`config.mk`:
```
export PLATFORM = sky130hd
export DESIGN_NAME = board_painter
export DESIGN_NICKNAME = d
export VERILOG_FILES = /design/src/rtl/board_painter_pkg.sv /design/src/rtl/board_painter_cell_to_pixel.sv /design/src/rtl/board_painter.sv
export SDC_FILE = /design/constraint.sdc
export NUM_CORES = 1
export LEC_CHECK = 0
export ABC_CLOCK_PERIOD_IN_PS = 2900
export CAP_MARGIN = 20
export CELL_PAD_IN_SITES_DETAIL_PLACEMENT = 1
export CELL_PAD_IN_SITES_GLOBAL_PLACEMENT = 1
export CORE_MARGIN = 2
export CORE_UTILIZATION = 41
export CTS_CLUSTER_DIAMETER = 30
export CTS_CLUSTER_SIZE = 10
export DETAILED_ROUTE_END_ITERATION = 8
export PLACE_DENSITY_LB_ADDON = 0.15
export SLEW_MARGIN = 25
export SYNTH_ARGS = -nofsm -noshare
export SYNTH_HDL_FRONTEND = slang
export SYNTH_SLANG_ARGS = --single-unit
export TNS_END_PERCENT = 50
```
`constraint.sdc`:
```
create_clock -name CLOCK_50 -period 2.9 [get_ports CLOCK_50]
set_clock_uncertainty 0.05 [all_clocks]
set_input_delay 0.725 -clock CLOCK_50 [delete_from_list [all_inputs] [get_ports CLOCK_50]]
set_output_delay 0.725 -clock CLOCK_50 [all_outputs]
set_load 0.005 [all_outputs]
```
`src/rtl/board_painter_pkg.sv`:
```
// Shared geometry, colour width and sweep-FSM encodings for the board painter slice.
package board_painter_pkg;

    localparam int CELL_W     = 64;
    localparam int CELL_H     = 24;
    localparam int BOARD_COLS = 10;
    localparam int BOARD_ROWS = 20;
    localparam int RGB_W      = 9;
    localparam int X_W        = 4;
    localparam int Y_W        = 5;
    localparam int PX_W       = 10;
    localparam int PY_W       = 9;

    typedef enum logic [2:0] {
        IDLE   = 3'd0,
        ADDR   = 3'd1,
        WAIT   = 3'd2,
        LAUNCH = 3'd3,
        DRAW   = 3'd4,
        NEXT   = 3'd5
    } state_t;

endpackage

```
`src/rtl/board_painter_cell_to_pixel.sv`:
```
// Cell coordinate to pixel origin: x*64 as a shift, y*24 as y*16 + y*8.
module cell_to_pixel
    import board_painter_pkg::*;
(
    input  logic [X_W-1:0]  cell_x,
    input  logic [Y_W-1:0]  cell_y,
    output logic [PX_W-1:0] pix_x,
    output logic [PY_W-1:0] pix_y
);

    localparam int X_SHIFT = $clog2(CELL_W);

    always_comb begin
        pix_x = PX_W'(cell_x) << X_SHIFT;
        pix_y = (PY_W'(cell_y) << 4) + (PY_W'(cell_y) << 3);
    end

endmodule

```
`src/rtl/board_painter.sv`:
```
// Sweeps the board in raster order, reads each cell's occupancy and issues one
// renderer box draw per cell, overlaying the active piece.
module board_painter
    import board_painter_pkg::*;
#(
    parameter int               COLS     = BOARD_COLS,
    parameter int               ROWS     = BOARD_ROWS,
    parameter logic [RGB_W-1:0] FG_COLOR = 9'b111_000_111,
    parameter logic [RGB_W-1:0] BG_COLOR = 9'b000_000_000
) (
    input  logic              CLOCK_50,
    input  logic              reset,
    input  logic              req,
    input  logic              blank,
    input  logic [X_W-1:0]    cur_x,
    input  logic [Y_W-1:0]    cur_y,
    input  logic [RGB_W-1:0]  piece_color,
    output logic [X_W-1:0]    board_rx,
    output logic [Y_W-1:0]    board_ry,
    input  logic              board_rdata,
    output logic              start,
    output logic [PX_W-1:0]   x0,
    output logic [PY_W-1:0]   y0,
    output logic [RGB_W-1:0]  color,
    input  logic              busy,
    input  logic              done,
    output logic              sweeping,
    output logic              frame_done
);

    localparam logic [X_W-1:0] LAST_X = X_W'(COLS - 1);
    localparam logic [Y_W-1:0] LAST_Y = Y_W'(ROWS - 1);

    state_t             state, state_nxt;
    logic [X_W-1:0]     cell_x, snap_x;
    logic [Y_W-1:0]     cell_y, snap_y;
    logic [RGB_W-1:0]   snap_color, cell_color;
    logic               snap_blank, pending;
    logic [PX_W-1:0]    pix_x;
    logic [PY_W-1:0]    pix_y;
    logic               begin_sweep, load_cell, fire, advance, end_sweep;
    logic               last_col, last_cell;

    cell_to_pixel u_cell_to_pixel (
        .cell_x (cell_x),
        .cell_y (cell_y),
        .pix_x  (pix_x),
        .pix_y  (pix_y)
    );

    // The RAM address is simply the live cell counter.
    assign board_rx  = cell_x;
    assign board_ry  = cell_y;
    assign last_col  = (cell_x == LAST_X);
    assign last_cell = last_col && (cell_y == LAST_Y);

    always_ff @(posedge CLOCK_50 or posedge reset) begin
        if (reset) state <= IDLE;
        else       state <= state_nxt;
    end

    always_comb begin
        state_nxt = state;
        case (state)
            IDLE:    if (req || pending) state_nxt = ADDR;
            ADDR:    state_nxt = WAIT;
            WAIT:    state_nxt = LAUNCH;
            LAUNCH:  if (!busy) state_nxt = DRAW;
            DRAW:    if (done) state_nxt = NEXT;
            NEXT:    state_nxt = last_cell ? IDLE : ADDR;
            default: state_nxt = IDLE;
        endcase
    end

    always_comb begin
        begin_sweep = (state == IDLE) && (req || pending);
        load_cell   = (state == WAIT);
        fire        = (state == LAUNCH) && !busy;
        advance     = (state == NEXT);
        end_sweep   = advance && last_cell;
        // Blank beats the piece overlay, which beats board occupancy.
        if (snap_blank)                                 cell_color = BG_COLOR;
        else if (cell_x == snap_x && cell_y == snap_y)  cell_color = snap_color;
        else if (board_rdata)                           cell_color = FG_COLOR;
        else                                            cell_color = BG_COLOR;
    end

    always_ff @(posedge CLOCK_50 or posedge reset) begin
        if (reset) begin
            cell_x     <= '0;
            cell_y     <= '0;
            snap_x     <= '0;
            snap_y     <= '0;
            snap_color <= '0;
            snap_blank <= 1'b0;
            pending    <= 1'b0;
            sweeping   <= 1'b0;
            frame_done <= 1'b0;
            start      <= 1'b0;
            x0         <= '0;
            y0         <= '0;
            color      <= '0;
        end else begin
            start      <= fire;
            frame_done <= end_sweep;
            if (begin_sweep) begin
                cell_x     <= '0;
                cell_y     <= '0;
                snap_x     <= cur_x;
                snap_y     <= cur_y;
                snap_color <= piece_color;
                snap_blank <= blank;
                sweeping   <= 1'b1;
                pending    <= 1'b0;
            end else begin
                if (req && state != IDLE) pending <= 1'b1;
                if (end_sweep)            sweeping <= 1'b0;
            end
            // Box parameters only change here, so they hold from start until done.
            if (load_cell) begin
                x0    <= pix_x;
                y0    <= pix_y;
                color <= cell_color;
            end
            if (advance) begin
                if (last_col) begin
                    cell_x <= '0;
                    cell_y <= last_cell ? '0 : cell_y + 5'd1;
                end else begin
                    cell_x <= cell_x + 4'd1;
                end
            end
        end
    end

endmodule

```
==> impl_metrics.csv <==
group,metric,value,unit
run_status,outcome,"complete, no violations",
cts,numCtsBuffers,5,
cts,clk_pin_slew,0.10,ns
detailed_routing,vias_per_cell,5.123,
worst_setup_path,rrSetupSlack,0.61,ns
cts,clkLatencyLatePin,0.32,ns
sta,fmax,428.5,MHz
yosys,ys_ff_latch,54,
cts,tritoncts,"done",
detailed_routing,drc,0,
floorplanning,rows,29,
finish,nets,330,
sta,hold_viol,0,
floorplanning,dieArea,7228,sq um
finish,n_antenna_cell,0,
sta,min_period,2.334,ns
detailed_routing,wl,5756,um
yosys,yosysSeqAreaShare,50.21,%
worst_setup_path,required,3.06,ns
power,finalPower,2.618,mW
detailed_routing,detail_route.first_pass.iterations,4,
worst_setup_path,crit_arrival,2.50,ns
worst_setup_path,crit_type,"input port to flop",
cts,cts_max_level,2,
power,leakagePower,1.488,nW
min_path,hp-class,"flop to flop",
sta,finalSetupViolCount,0,
global_routing,grt_pass1_vias,1976,
sta,maxSlewViolCount,0,
yosys,ys_types,41,
detailed_routing,vias,1921,
cts,cts_resized,0,
placed_design,place_congestion,0.8231,
placed_design,port_buffers,55,
finish,nFillCells,701,
sta,rsz0062_at_grt,"no",
sta,fin_crit_sh,80.47,%
finish,drive_above_1_share,12.75,%
yosys,yosysWarnings,0,
floorplanning,die_w,85.02,um
sta,setup_tns,0,ns
worst_setup_path,cp_max_fo,20,
finish,mostFrequentLayoutCells,"55 x clkdlybuf4s50_1, 54 x dfrtp_1, 40 x nand2_1, 19 x mux2_2, 14 x o21ai_0",
worst_setup_path,setup.worst_path.start_class,"input port",
global_routing,grt_max_degree,55,
flow_run,maxCapViolCount,0,
cts,cts.sinks,54,
finish,layout_commonest_cell,"clkdlybuf4s50_1",
cts,clockBufferDepth,2,
detailed_routing,ant_nets,0,
placed_design,dp_hpwl,4084,um
floorplanning,die_y,85.02,um
detailed_routing,detail_route.wl_per_cell,15.35,um
floorplanning,fp.coreArea,6350,sq um
worst_setup_path,end_kind,"flop",
yosys,synth_cells,248,
detailed_routing,drt_iter0_markers,55,
power,ir_worst_vdd,485.0,uV
cts,hold_buffers,0,
global_routing,grt_first_pass_wirelength,9936,um
yosys,avgSynthCellArea,10.85,sq um
floorplanning,ios,65,
global_routing,antenna_found_initial,0,
sta,slew_headroom,38.95,%
global_routing,overflow,0,
yosys,syn-cell-area,2691,sq um
finish,syn_to_final_growth,24.08,%
cts,root_buffer,"clkbuf_8",
global_routing,grt_usage,17.65,%
floorplanning,start_util,42.38,%
power,power_density,784.0,nW/um^2
cts,postCtsSetupRepairBufs,0,
sta,tightest_slew,0.9158,ns
-- flip-flops by register name (all words and copies together) (netlist names) --
name,cells
x0,4
snap_color,9
color,9
snap_x,4
state,3
frame_done,1
y0,6
snap_blank,1
snap_y,5
start,1
board_ry,5
pending,1
sweeping,1
board_rx,4
-- per-layer routing --
metal	vias to the layer above	share of wire, %	global-route usage, %
li1	934	-	-
met1	939	47	24.84
met2	41	47	27.41
met3	7	4.1	3.988
met4	0	1.4	5.195
met5	-	0	0
-- cells by family (layout without fill, tap and decap cells) --
family	Yosys count	after routing	share of synthesized area (%)
AND/OR/NAND/NOR	79	79	15.57
XOR/XNOR	13	13	4.231
multiplexers	20	20	8.322
flip-flops	54	54	50.21
buffers and inverters	29	71	6.602
adder cells (fa/ha/maj)	8	8	3.998
AO/OA/AOI/OAI	44	44	10.93
other	1	9	0.1393
-- critical path, cell delays in order --
cell	delay, ns
clkdlybuf4s50_1	0.47
or2_2	0.14
and2_1	0.73
mux2_2	0.41
-- synthesized netlist by cell type --
master	n	area, sq um
nand3_1	3	15.01
or3b_1	1	8.760
a21o_1	3	22.52
inv_1	6	22.52
nor3_2	1	10.01
nor3b_2	1	12.51
and3b_1	1	8.760
buf_2	7	35.03
buf_4	12	90.09
xnor2_1	2	17.52
nand2_1	40	150.1
o21ai_1	5	25.02
mux2i_1	1	10.01
nand2b_1	2	12.51
or2_2	1	6.260
conb_1	1	3.750
ha_1	7	87.58
a31oi_1	2	12.51
nand3_4	1	17.52
buf_6	2	22.52
a311o_2	1	11.26
o211ai_1	6	45.04
xor2_1	11	96.34
and3b_2	1	10.01
a21oi_1	3	15.01
o21ai_0	14	70.07
mux2_2	19	214.0
nor4_4	1	21.27
nor2_1	8	30.03
a22oi_4	1	21.27
nand4_1	3	18.77
a311oi_1	1	8.760
fa_1	1	20.02
nor3_1	5	25.02
a22o_1	2	17.52
and2_1	2	12.51
nand3b_1	8	60.06
o21bai_1	1	7.510
clkbuf_1	2	7.510
dfrtp_1	54	1351
o31ai_1	5	37.54
-- area by class of cell --
class	instances	area (sq um)	area share (%)
clock inverters	2	16.27	0.4871
inverters	6	22.52	0.6744
clock buffers	6	82.58	2.473
well taps	77	96.34	2.885
repair buffers	57	578.1	17.31
flip-flops and latches	54	1351	40.46
multi-input cells	173	1192	35.71
-- power breakdown --
| part | internal [mW] | switching [mW] |
|---|---|---|
| Clock | 0.197 | 0.263 |
| Combinational | 0.508 | 0.452 |
| Sequential | 0.982 | 0.216 |
| Total | 1.69 | 0.931 |
-- metrics by stage --
stage                     cells  utilization, %  hold WS, ns  setup slack, ns  cell area, sq um
final                       375           52.59       0.4376           0.5663              3339
after global routing        375           52.59       0.4808           0.4014              3339
after CTS                   375           52.59       0.4460           0.5445              3339
after detailed placement    367           51.03       0.4223           0.1778              3241
after global placement      367           51.03       0.4104           0.1794              3241
after floorplan             256               -       0.4198           0.8104              2721
-- worst paths after layout --
path                                       from                      end  cells past startpoint
min                           y0[5]$_DFFE_PP0P_        y0[5]$_DFFE_PP0P_                      2
max reg2reg                state[2]$_DFFE_PP0P_    snap_y[1]$_DFFE_PP0P_                      3
max in group asynchronous                 reset  board_rx[2]$_DFFE_PP0P_                      3
min reg2reg                   y0[5]$_DFFE_PP0P_        y0[5]$_DFFE_PP0P_                      2
min in group asynchronous                 reset     color[0]$_DFFE_PP0P_                      3
max                                         req    snap_y[1]$_DFFE_PP0P_                      4
No activity file was read; power rests on OpenSTA's default activity.
